[src/rtl/noc_flit_injector.sv]
// Directed NoC traffic initiator: sends a burst of sequence-numbered flits under
// valid/ready, checks the returning flits and reports sticky errors and counters.
module noc_flit_injector #(
  parameter int FLIT_W          = 64,
  parameter int MAX_OUTSTANDING = 4,
  parameter int TIMEOUT         = 20
) (
  input  logic              clk,
  input  logic              rst,
  input  logic              start,
  input  logic [15:0]       cfg_dest,
  input  logic [7:0]        cfg_count,
  output logic [FLIT_W-1:0] flit_out,
  output logic              valid_out,
  input  logic              ready_in,
  input  logic [FLIT_W-1:0] flit_in,
  input  logic              valid_in,
  output logic              busy,
  output logic              done,
  output logic              err_timeout,
  output logic              err_mismatch,
  output logic [7:0]        sent_cnt,
  output logic [7:0]        recv_cnt,
  output logic [7:0]        max_gap
);

  localparam logic [3:0] LP_MAX = 4'(MAX_OUTSTANDING);
  localparam logic [7:0] LP_TO  = 8'(TIMEOUT);

  typedef enum logic [1:0] {S_IDLE, S_SEND, S_DRAIN, S_DONE} state_t;

  state_t              r_state, w_state_nxt;
  logic [15:0]         r_dest, w_dest_nxt;
  logic [7:0]          r_count, w_count_nxt;
  logic [7:0]          r_sent, w_sent_nxt;
  logic [7:0]          r_recv, w_recv_nxt;
  logic [7:0]          r_wait, w_wait_nxt;
  logic [7:0]          r_gap, w_gap_nxt;
  logic [3:0]          r_out, w_out_nxt;
  logic                r_eto, w_eto_nxt;
  logic                r_emm, w_emm_nxt;
  logic                r_valid, w_valid_nxt;
  logic [FLIT_W-1:0]   r_flit, w_flit_nxt;
  logic                r_busy, r_done;

  logic w_active, w_fire, w_rx, w_bad, w_timeout;
  logic w_unused_hi;

  assign w_active  = (r_state == S_SEND) || (r_state == S_DRAIN);
  assign w_fire    = r_valid & ready_in;
  assign w_rx      = valid_in & w_active & (r_out != '0);
  assign w_bad     = (flit_in[15:0] != r_dest) || (flit_in[23:16] != r_recv) ||
                     (flit_in[31:24] != ~flit_in[23:16]);
  assign w_timeout = w_active & (r_out != '0) & ~w_rx & (r_wait == LP_TO);
  assign w_unused_hi = ^flit_in[FLIT_W-1:32];

  always_ff @(posedge clk or posedge rst) begin
    if (rst) r_state <= S_IDLE;
    else     r_state <= w_state_nxt;
  end

  always_comb begin
    w_state_nxt = r_state;
    w_dest_nxt  = r_dest;
    w_count_nxt = r_count;
    w_sent_nxt  = r_sent;
    w_recv_nxt  = r_recv;
    w_gap_nxt   = r_gap;
    w_out_nxt   = r_out;
    w_eto_nxt   = r_eto;
    w_emm_nxt   = r_emm;
    w_wait_nxt  = '0;
    w_valid_nxt = 1'b0;
    w_flit_nxt  = '0;

    if (w_fire) w_sent_nxt = r_sent + 8'd1;
    if (w_rx) begin
      w_recv_nxt = r_recv + 8'd1;
      if (w_bad) w_emm_nxt = 1'b1;
      if (r_wait > r_gap) w_gap_nxt = r_wait;
    end else if (valid_in) begin
      w_emm_nxt = 1'b1;
    end

    case ({w_fire, w_rx})
      2'b10:   w_out_nxt = r_out + 4'd1;
      2'b01:   w_out_nxt = r_out - 4'd1;
      default: w_out_nxt = r_out;
    endcase

    // Wait counts the cycle of a fresh send as 1 so a gap equals cycles since acceptance
    if (w_active && !w_rx && (w_out_nxt != '0)) w_wait_nxt = r_wait + 8'd1;
    if (w_timeout) w_eto_nxt = 1'b1;

    case (r_state)
      S_IDLE: begin
        if (start) begin
          if (cfg_count != '0) begin
            w_dest_nxt  = cfg_dest;
            w_count_nxt = cfg_count;
            w_sent_nxt  = '0;
            w_recv_nxt  = '0;
            w_gap_nxt   = '0;
            w_wait_nxt  = '0;
            w_out_nxt   = '0;
            w_eto_nxt   = 1'b0;
            w_emm_nxt   = valid_in;
            w_state_nxt = S_SEND;
          end else begin
            w_state_nxt = S_DONE;
          end
        end
      end
      S_SEND: begin
        if (w_timeout)                    w_state_nxt = S_DONE;
        else if (w_sent_nxt == r_count)   w_state_nxt = S_DRAIN;
      end
      S_DRAIN: begin
        if (w_timeout)                    w_state_nxt = S_DONE;
        else if (w_recv_nxt == r_count)   w_state_nxt = S_DONE;
      end
      S_DONE:  w_state_nxt = S_IDLE;
      default: w_state_nxt = S_IDLE;
    endcase

    w_valid_nxt = (w_state_nxt == S_SEND) && (w_out_nxt < LP_MAX) &&
                  (w_sent_nxt < w_count_nxt);
    if (w_valid_nxt) begin
      w_flit_nxt[15:0]  = w_dest_nxt;
      w_flit_nxt[23:16] = w_sent_nxt;
      w_flit_nxt[31:24] = ~w_sent_nxt;
    end
  end

  always_ff @(posedge clk or posedge rst) begin
    if (rst) begin
      r_dest  <= '0;
      r_count <= '0;
      r_sent  <= '0;
      r_recv  <= '0;
      r_wait  <= '0;
      r_gap   <= '0;
      r_out   <= '0;
      r_eto   <= 1'b0;
      r_emm   <= 1'b0;
      r_valid <= 1'b0;
      r_flit  <= '0;
      r_busy  <= 1'b0;
      r_done  <= 1'b0;
    end else begin
      r_dest  <= w_dest_nxt;
      r_count <= w_count_nxt;
      r_sent  <= w_sent_nxt;
      r_recv  <= w_recv_nxt;
      r_wait  <= w_wait_nxt;
      r_gap   <= w_gap_nxt;
      r_out   <= w_out_nxt;
      r_eto   <= w_eto_nxt;
      r_emm   <= w_emm_nxt;
      r_valid <= w_valid_nxt;
      r_flit  <= w_flit_nxt;
      r_busy  <= (w_state_nxt == S_SEND) || (w_state_nxt == S_DRAIN);
      r_done  <= (w_state_nxt == S_DONE);
    end
  end

  assign flit_out     = r_flit;
  assign valid_out    = r_valid;
  assign busy         = r_busy;
  assign done         = r_done;
  assign err_timeout  = r_eto;
  assign err_mismatch = r_emm;
  assign sent_cnt     = r_sent;
  assign recv_cnt     = r_recv;
  assign max_gap      = r_gap;

endmodule

[config.mk]
export PLATFORM = sky130hd
export DESIGN_NAME = noc_flit_injector
export DESIGN_NICKNAME = d
export VERILOG_FILES = /design/src/rtl/noc_flit_injector.sv
export SDC_FILE = /design/constraint.sdc
export NUM_CORES = 1
export LEC_CHECK = 0
export ABC_AREA = 1
export CORE_MARGIN = 1
export CORE_UTILIZATION = 47
export CTS_CLUSTER_SIZE = 40
export DETAILED_ROUTE_END_ITERATION = 8
export PLACE_DENSITY = 0.81
export SYNTH_ARGS = -nofsm -noshare
export SYNTH_HDL_FRONTEND = slang
export SYNTH_SLANG_ARGS = --single-unit
[constraint.sdc]
create_clock -name clk -period 3.81 [get_ports clk]
set_input_delay 0.5715 -clock clk [delete_from_list [all_inputs] [get_ports clk]]
set_output_delay 0.5715 -clock clk [all_outputs]
set_load 0.005 [all_outputs]
[Word-level counts from Yosys, hierarchy flattened]
Index checks and enable logic that the tools add are counted.
Word-level totals
  register bits after elaboration: 99
  bits of input ports: 93
  output and inout port bits: 93
  logic and storage cells: 103
Cells by class
  add/sub/neg operators: 5
  $lt $le $gt $ge: 3
  equal/unequal tests: 14
  muxes and demuxes: 45
  bitwise logic cells: 9
  reduce and logical (&&, ||, !) cells: 13
Operators by type and width (number)
  8-bit two-way mux: 20
  16-bit two-way mux: 3
  32-bit two-way mux: 1
  8-bit by 1-bit adder with 8-bit output (second input constant): 3
  8-bit equality test: 2
  16-bit inequality test: 1
  8-bit inequality test: 2
  8-bit inverter: 2
  2-bit two-way mux: 6
  4-bit two-way mux: 3
  2-bit equality test (second input constant): 5
  1-bit two-way mux: 10
  8-bit by 5-bit equality test with 1-bit output (second input constant): 1
  8-bit > comparator: 1
  8-bit < comparator: 1
  2-bit one-hot mux with 4 select lines: 1
  4-bit one-hot mux with 2 select lines: 1
  4-bit nonzero test: 2
  8-bit nonzero test: 1
  1-bit bitwise AND: 6
  2-bit by 1-bit equality test with 1-bit output (second input constant): 3
  4-bit by 1-bit adder with 4-bit output (second input constant): 1
  1-bit logical AND: 4
  1-bit logical OR: 4
  other kinds (5): 5

[Longest topological paths before layout]
  depth after elaboration: 13
  gate-level depth with buffers: 24

[Worst setup path after synthesis]
OpenSTA, ideal clock, no wires.
  path kind: reg-to-reg
  start point: register r_state[0]
  end point: register r_flit[15], in the netlist flit_out[15]
  library setup time: 0.069 ns
  arrival: 2.694 ns
  slack: 1.047 ns
  stages on the path, launching flop included: 25
  buffers on the path: 1
  path through: dfrtp_1 > inv_1 > ha_1 > nand2_1 > inv_2 > nand2_4 > inv_2 > nand2_1 > nand2_1 > nand2_1 > nand2_1 > nand2_1 > nor2_1 > nand3_1 > a21oi_1 > nor2_1 > nor2_1 > ha_1 > nand2_1 > nor2_1 > o211ai_2 > nor2_4 > nand2_8 > buf_12 > nor2_4
On the way
  longest elaborated chain between the ends: 13
RTL lines
  start, declared: line 32  | state_t r_state, w_state_nxt;
  start signal, assigned: line 59  | else r_state <= w_state_nxt;
  2-bit by 1-bit equality test with 1-bit output or 2-bit equality test (tied branches): line 49, 95
  1-bit logical OR: line 49  | assign w_active = (r_state == S_SEND) || (r_state == S_DRAIN);
  1-bit bitwise AND (2 in a row): line 51  | assign w_rx = valid_in & w_active & (r_out != '0);
  8-bit two-way mux or 1-bit inverter (tied branches): line 77, 54
  8-bit equality test or 1-bit bitwise AND (tied branches): line 120, 54
  2-bit two-way mux or 1-bit bitwise AND (tied branches): line 120, 54
  2-bit two-way mux (on tied branches): line 119, 115
  2-bit one-hot mux with 4 select lines *: line 95  | case (r_state)
  net w_state_nxt[0]: line 32
  2-bit by 1-bit equality test with 1-bit output *: line 126  | w_valid_nxt = (w_state_nxt == S_SEND) && (w_out_nxt < LP_MAX) &&
  1-bit logical AND * (2 in a row): line 126
  32-bit two-way mux *: line 128  | if (w_valid_nxt) begin
  net w_flit_nxt[15]: line 43  | logic [FLIT_W-1:0] r_flit, w_flit_nxt;
  end signal, assigned: line 161  | r_flit <= w_flit_nxt;
  end, declared: line 43
Mark *: on every way through the listed nets, which the timed path passes. The rest lies on a longest branch.

[Worst setup path after layout]
  start point: register r_state[0]
  end point: register r_flit[3], in the netlist flit_out[3]
The elaborated chain is that of the path after synthesis.

==> run metrics <==
status=finished clean; simple-gate share of the synthesized area=0.2655; Routed Antenna Nets=0; placed instance area=7136 um^2; post-cts resize count=0; first-pass GRT wire length=21,800 um; crit share post-route=0.8693; grt total ovfl=0; CTS clock-pin slew for the worst setup and hold paths=0.07 ns; xor-xnor portion of the synthesized cell area=0.06301; antenna violations before repair=0; area share of the largest cell type after synthesis=0.4243; register area share after synthesis=0.4243; worst vdd ir=0.4679 mV; Nets=934; Worst Tran Pin Value=0.8219 ns; flop and latch count out of synthesis=99; Avg WL per Cell=13.11 um; Final Wtd Congestion=0.8466; cts hold-fix bufs=0; dpl ws=0.2397 ns; Most used DFF post-synth=dfrtp_1; worst reg2reg path depth=24; unrepaired setup endpoints after global routing=no; Crit Path Max Fanout=14; Initial Utilization=0.4840; Hold WC Path Type=reg2reg; Synth Area in Compound Gates=0.06515; Syn Area/Cell=8.486 um^2; Slew Limit Headroom=0.4521; fin. max-slew vios=0; PortBufs=121; EDFF count, synth=0; largest net degree at the start of global routing=67; Finish-stage setup viols=0; DPL Wire Length=9871 um; vias after detailed routing=4,669; Pwr Density=689.7 nW/um^2; synthesized area=5838 um^2; synth top area cells=dfrtp_1 42%, nand2_1 8.4%, ha_1 6.0%; Logic pwr share=0.517; area leader, netlist=dfrtp_1; die height=113.5 um; Area Growth Syn to Fin=26.92%; Netlist cell types=41; WP data required=4.09 ns; number of global-route vias before repair=4,571; Worst Hold Depth=2; r2r setup slk=0.50 ns; CTS Sinks=99; WL met1=5783 um; WS Path Type=reg2reg; sw power=2.111 mW; main combinational cell family by area after synthesis=simple AND/OR/NAND/NOR gates; later-pin clock latency in the skew report=0.34 ns; Leak=3.589 nW; clock power share=0.166; number of buffers created by CTS=9; Post-Synth Adder-Cell Area=0.06001; total routed wirelength=12,930 um; FMAX=301.9 MHz; Min Clock Period, post-route=3.312 ns; Top Layer Used=met4; Max Cap Viol=0; critical path endpoint=flit_out[3]$_DFF_PP0_; Core Area=12,060 um^2; drt pass-1 iters=4; kind of end point of the critical path=flip-flop; row count=40; routed wl met2=6193 um; RR Startpoint=r_state[0]$_DFF_PP0_; die area=12,870 um^2; Clock Tree Root=clkbuf_16; crit path DAT=3.59 ns; top-level port count=186; Final Hold Viols=0; Int Pwr=2.999 mW; Final Util=0.6143; vias per cell=4.735; DR iter-0 viols=241; Setup TNS=0 ns; fin area=7410 um^2; Async SR Flop Fraction=1.000; Clock Skew=0.005136 ns; Synth Warn #=0; metal3 WL=639 um; Worst R2R End=flit_out[3]$_DFF_PP0_; Worst Setup SP=r_state[0]$_DFF_PP0_; share of cells above drive strength 1=0.1064; Post-CTS Setup Bufs=0; H-tree levels=3; Die X=113.5 um; ant diodes=0; Max Root-Sink Buffers=2; register share of total power=0.317; cells after synthesis=688; CP Launch Type=flip-flop; hold_ws=0.4910 ns; Post-route DRC=0; sw frac=0.4131; PnR worst setup slack=0.4979 ns; GR Util All Layers=0.2182; CTS tree=yes; mux contribution to synthesized area=0.001715
==> kinds of logic after synthesis <==
logic type / count (synthesis)
and+or+nand+nor: 310
buffers and inverters: 141
DFF: 99
AOI/OAI and AO/OA: 66
xor gates and xnor gates: 42
adders and majority gates: 28
other: 1
muxes: 1
==> power groups by stage <==
stage,sequential (mW),combinational (mW),clock [mW]
6_report,1.62,2.64,0.849
5_1_grt,1.66,2.98,0.919
4_1_cts,1.62,2.67,0.871
3_5_place_dp,1.63,2.65,0
3_3_place_gp,1.62,2.59,0
2_1_floorplan,1.59,1.93,0
==> per-layer routing <==
metal | global-route usage | up-vias
met4 | 0.07456 | 0
li1 | - | 2364
met1 | 0.2804 | 2160
met5 | 0 | -
met2 | 0.3624 | 122
met3 | 0.05207 | 23
==> per-stage QoR <==
step | std cells | power, mW
after floorplan | 719 | 3.518
after global placement | 970 | 4.211
after detailed placement | 970 | 4.278
after CTS | 986 | 5.162
after global routing | 986 | 5.565
final | 986 | 5.110
==> worst min-delay path by stage <==
stage                                      start                     end  slack, ns
after floorplan              r_wait[0]$_DFF_PP0_     r_wait[0]$_DFF_PP0_       0.45
after global placement    err_mismatch$_DFF_PP0_  err_mismatch$_DFF_PP0_       0.46
after detailed placement  err_mismatch$_DFF_PP0_  err_mismatch$_DFF_PP0_       0.47
after CTS                 err_mismatch$_DFF_PP0_  err_mismatch$_DFF_PP0_       0.49
after global routing      err_mismatch$_DFF_PP0_  err_mismatch$_DFF_PP0_       0.51
final                     err_mismatch$_DFF_PP0_  err_mismatch$_DFF_PP0_       0.49
==> cell usage in the layout (no fill, tap or decap), types with 21 or more instances in the layout <==
cell,synthesis,final
nor2_4,21,21
nand3_1,45,45
conb_1,1,32
xor2_1,32,32
nor2_1,51,51
clkdlybuf4s50_1,0,121
ha_1,28,28
inv_1,89,88
nand2_1,131,131
dfrtp_1,99,99
==> critical path, stage by stage (launching register included) <==
cell      delay (ns)
dfrtp_1         0.39
inv_1           0.09
ha_1            0.36
nand2_1         0.10
inv_2           0.10
nand2_4         0.10
inv_2           0.15
nand2_1         0.07
nand2_1         0.08
nand2_1         0.07
nand2_1         0.06
nand2_1         0.05
nor2_1          0.09
nand3_1         0.11
a21oi_1         0.14
nor2_1          0.06
nor2_1          0.14
ha_1            0.23
nand2_1         0.07
nor2_1          0.11
o211ai_2        0.12
nor2_4          0.18
nand2_8         0.09
buf_12          0.18
nor2_4          0.08
==> cells in the mapped netlist, drive strengths merged (2+ instances only) <==
cell type and number:
o211ai 3, a32oi 2, a21boi 4, a21oi 18, or2 19, inv 94
nand2 136, xnor2 10, buf 41, nor2 82, xor2 32, nand4 9
o21bai 2, o21ai 33, a31oi 2, nand3 46, nor3 9, nor4 4
ha 28, dfrtp 99, clkbuf 5, nand3b 5
==> state kept, by name, indices dropped and copies added, names as in the netlist <==
signal / cells
r_out: 4
err_mismatch: 1
max_gap: 8
err_timeout: 1
r_dest: 16
sent_cnt: 8
done: 1
r_state: 2
flit_out: 32
r_wait: 8
recv_cnt: 8
busy: 1
r_count: 8
valid_out: 1
==> cell type report <==
type                            count  area [um^2]
Timing Repair Buffer              129         1309
Inverter                           95        360.3
Fill cell                        1034         4652
Clock buffer                       13        250.2
Multi-Input combinational cell    479         2779
Tap cell                          168        210.2
Clock inverter                      3        23.77
Sequential cell                    99         2477
(Power assumes the default switching activity.)
==> patch 1: new RTL, config.mk and constraints unchanged <==
Add an input register stage for `cfg_dest` and `cfg_count`, cleared by the reset; this delays them by one clock. The other inputs are not delayed to match.
--- a/src/rtl/noc_flit_injector.sv
+++ b/src/rtl/noc_flit_injector.sv
@@ -29,4 +29,17 @@
 
   typedef enum logic [1:0] {S_IDLE, S_SEND, S_DRAIN, S_DONE} state_t;
+
+  logic [15:0] cfg_dest_q;
+  logic [7:0] cfg_count_q;
+
+  always_ff @(posedge clk or posedge rst) begin
+    if (rst) begin
+      cfg_dest_q  <= '0;
+      cfg_count_q <= '0;
+    end else begin
+      cfg_dest_q  <= cfg_dest;
+      cfg_count_q <= cfg_count;
+    end
+  end
 
   state_t              r_state, w_state_nxt;
@@ -96,7 +109,7 @@
       S_IDLE: begin
         if (start) begin
-          if (cfg_count != '0) begin
-            w_dest_nxt  = cfg_dest;
-            w_count_nxt = cfg_count;
+          if (cfg_count_q != '0) begin
+            w_dest_nxt  = cfg_dest_q;
+            w_count_nxt = cfg_count_q;
             w_sent_nxt  = '0;
             w_recv_nxt  = '0;
Behaviour: not the same (Yosys sat finds a counterexample within 4 cycles, from zero or initial values and one cycle with rst high).
==> patch 1 against the original RTL <==
  * Critical path depth stayed put
  * Area after synthesis is 10% higher
  * Worst setup slack worse by 0.11 ns
  * Total power is 20% higher
  * Final area is 13% higher
  * Count of clock-buffer cells in the layout is 8 higher
  * Sequential cell count is 24 higher
  * Routed wire length is 13% higher
==> patch 1: results (changes against the original RTL) <==
Run status
  • Status: completed

Detailed routing
  • Via count of the routed design: 4,962 (+6.3%)
  • Iter 0 DRT Violations: 290 (+20%)
  • Detail Route met2 WL: 6760 um (+9.1%)
  • Final wirelength: 14,600 um (+13%)
  • M1 WL: 6360 um (+9.9%)

Global route
  • Met2 Track Usage GR: 35.1% (-1.2 points)
  • Global-route wire length before repair: 24,300 um (+11%)
  • Total track usage: 22.2% (+0.43 points)
  • Met3 Use GR: 5.32% (+0.11 points)

Power
  • Peak VDD IR: 625 uV (+34%)
  • Static Leak: 4.03 nW (+12%)

Hold path
  • Worst Hold Endpoint: r_wait[0]$_DFF_PP0_
  • HP Start: r_wait[0]$_DFF_PP0_
  • Hold depth: 1 (-1)

Finish
  • Buffering overhead: 16.0% (-1.7 points)
  • Buffers, non-clock: 132 (+2.3%)
  • Clock buf/inv share: 6.85% (+3.2 points)
  • Clkbuf count: 21 (+8)
  • Nets@finish: 969 (+3.7%)
  • Seq area share: 36.9% (+3.5 points)
  • Filler instances: 1,067 (+3.2%)
  • Share of layout cells above drive strength 1: 12.3% (+1.7 points)

Clocking
  • CTS buffer count: 17 (+8)

Synth
  • Syn Area/Cell: 9.04 um2 (+6.6%)
  • Synth top area cells: dfrtp_1 (48%), nand2_1 (7.6%), ha_1 (5.4%)

Placed design
  • Routability Congestion: 0.847 (about the same)
  • Dpl hpwl: 10,600 um (+7.9%)

Critical path
  • Crit-path max FO: 16 (+2)
  • Worst reg2reg setup slack: 0.39 ns (-0.11 ns)
  • R2R Path End: flit_out[1]$_DFF_PP0_
  • Critical Path AT: 3.76 ns (+0.17 ns)

STA
  • Final Skew: 0.00765 ns (+0.00252 ns)
## patch 1: cell families after synthesis
group                    count (synthesis)  share of synthesized area [%]
AO/OA/AOI/OAI                           66                           5.91
other                                    1                         0.0582
AND/OR/NAND/NOR                        310                           24.1
XOR/XNOR                                42                           5.71
multiplexers                             1                          0.155
adder cells (fa/ha/maj)                 28                           5.44
flip-flops                             123                           47.8
buffers and inverters                  141                           10.8
## patch 1: worst max-delay path, stage by stage (launching register included)
cell	delay [ns]
dfrtp_1	0.40
inv_1	0.10
ha_1	0.36
nand2_1	0.08
inv_2	0.10
nand2_4	0.10
inv_2	0.15
nand2_1	0.07
nand2_1	0.12
nand2_1	0.06
nand2_1	0.05
nand2_1	0.04
nor2_1	0.09
nand3_1	0.13
a21oi_1	0.15
nor2_1	0.06
nor2_1	0.16
ha_1	0.25
nand2_1	0.08
nor2_1	0.12
o211ai_2	0.13
nor2_4	0.18
nand2_8	0.07
buf_12	0.18
nor2_1	0.11
## patch 1: where the power goes
group | leakage, nW | switching, mW | total (mW) | internal, mW
logic | 2.20 | 1.53 | 2.68 | 1.16
clock network | 0.277 | 0.573 | 1.55 | 0.976
registers | 1.55 | 0.243 | 1.89 | 1.65
total | 4.03 | 2.34 | 6.13 | 3.78
## patch 1: through the flow
stage	util [%]	power, mW	area (um2)	setup slack, ns	hold WS [ns]
2_1_floorplan	-	3.79	6560	1.05	0.449
3_3_place_gp	58.4	4.51	7770	0.250	0.471
3_5_place_dp	58.4	4.58	7770	0.187	0.485
4_1_cts	62.7	6.18	8340	0.380	0.493
5_1_grt	62.7	6.57	8340	0.0617	0.515
6_report	62.7	6.13	8340	0.391	0.491
==> patch 2: new RTL, same flow settings <==
Without the edit above. Set the parameter `TIMEOUT` to 15 (it was 20).
--- a/src/rtl/noc_flit_injector.sv
+++ b/src/rtl/noc_flit_injector.sv
@@ -4,5 +4,5 @@
   parameter int FLIT_W          = 64,
   parameter int MAX_OUTSTANDING = 4,
-  parameter int TIMEOUT         = 20
+  parameter int TIMEOUT         = 15
 ) (
   input  logic              clk,
Check against the original RTL: same outputs for any inputs over 4 cycles, from zero or initial values and one cycle with rst high; that may be too few to reach the edited logic, so the function may still have changed.
==> patch 2 against the original RTL <==
  * The flow now finishes with violations (DRC)
  * Total power is 2.7% lower
  * Sequential share of layout area is 0.74 points higher
  * Count of clock-buffer cells in the layout is 3 lower
  * Global-route usage is 1.4 points higher
  * Routed wire length is 3.2% higher
  * Utilization is 0.99 points higher
  * Area after synthesis is 2.5% lower
  * Largest power group unchanged
  * Sequential cell count stayed put
  * Via count is 1.4% higher
  * Maximum frequency is 5.1% lower
  * Worst setup slack worse by 0.18 ns
  * Highest routed layer unchanged
  * Hold slack better by 0.033 ns
  * Final area is 2.2% lower
  * First-iteration DRC count is 2.9% lower
==> patch 2: results (changes against the original RTL) <==
Critical path
  • CP Capture Point: flit_out[28]$_DFF_PP0_
  • Number of cells on the worst reg-to-reg path: 18 (-25%)
  • Crit-path max FO: 33 (+19)
  • Worst reg2reg setup slack: 0.32 ns (-0.18 ns)

Placed design
  • Dpl hpwl: 9850 um (-0.18%)
  • Placed cell areas: 6920 um2 (-3.1%)
  • Pre-CTS setup slack: 0.119 ns (-0.121 ns)

Global route
  • Met2 Track Usage GR: 39.7% (+3.4 points)
  • M1 GR Usage: 28.6% (+0.60 points)
  • Total track usage: 23.2% (+1.4 points)
  • Global-route wire length before repair: 22,900 um (+4.9%)
  • Vias in the first global route: 4,779 (+4.6%)
  • Met3 Use GR: 4.05% (-1.2 points)

Hold path
  • HP Start: r_wait[0]$_DFF_PP0_
  • Worst Hold Endpoint: r_wait[0]$_DFF_PP0_

Detailed routing
  • M1 WL: 5690 um (-1.7%)
  • Residual DRC: 4 (+4)
  • Vias/cell: 4.90 (+3.5%)
  • Met3 wire length: 602 um (-5.8%)
  • Detail Route met2 WL: 6640 um (+7.2%)
  • Initial DRT Pass Iterations: 6 (+2)

Finish
  • Number of non-clock inverters in the layout: 103 (+8.4%)
  • Filler instances: 998 (-3.5%)
  • Final Non-Filler Cells: 966 (-2.0%)
  • Clock buf/inv share: 4.57% (+0.88 points)
  • Multi-input gate share of the layout cell area: 35.9% (-1.6 points)
  • Buffering overhead: 17.5% (-0.16 points)
  • Nets@finish: 939 (+0.54%)

Synth
  • Synthesized area: 5690 um2 (-2.5%)
  • Seq/Total Area, Yosys: 43.5% (+1.1 points)
  • Leading post-synthesis cells by instance count: nand2_1 (130), inv_1 (101), dfrtp_1 (99)
  • Cell variety after synth: 37 (-9.8%)

STA
  • Worst rel slew slack: 43.5% (-1.7 points)
  • Post-layout min period: 3.49 ns (+0.177 ns)
  • Hold WS: 0.524 ns (+0.0332 ns)

Run status
  • Status: finished with violations
  • Failing checks: DRC

Power
  • Static Leak: 3.65 nW (+1.6%)
  • Peak VDD IR: 353 uV (-24%)
  • Switching Share: 39.2% (-2.1 points)
==> patch 2: power by group through the flow <==
stage / Clock, mW / Sequential, mW / Combinational (mW)
final: 1.02 / 1.62 / 2.33
after global routing: 1.09 / 1.66 / 2.66
after CTS: 1.04 / 1.62 / 2.36
after detailed placement: 0 / 1.64 / 2.33
after global placement: 0 / 1.63 / 2.26
after floorplan: 0 / 1.59 / 1.69
==> patch 2: cell families (layout without fill, tap and decap cells) <==
| family | count (synthesis) | count (layout) | share of synthesized area, % |
|---|---|---|---|
| adders and majority gates | 27 | 27 | 5.94 |
| DFF | 99 | 99 | 43.5 |
| muxes | 1 | 1 | 0.176 |
| buffers and inverters | 149 | 245 | 12.8 |
| xor gates and xnor gates | 37 | 37 | 5.69 |
| AOI/OAI and AO/OA | 63 | 63 | 6.31 |
| and+or+nand+nor | 319 | 319 | 25.5 |
| other | 1 | 32 | 0.0659 |
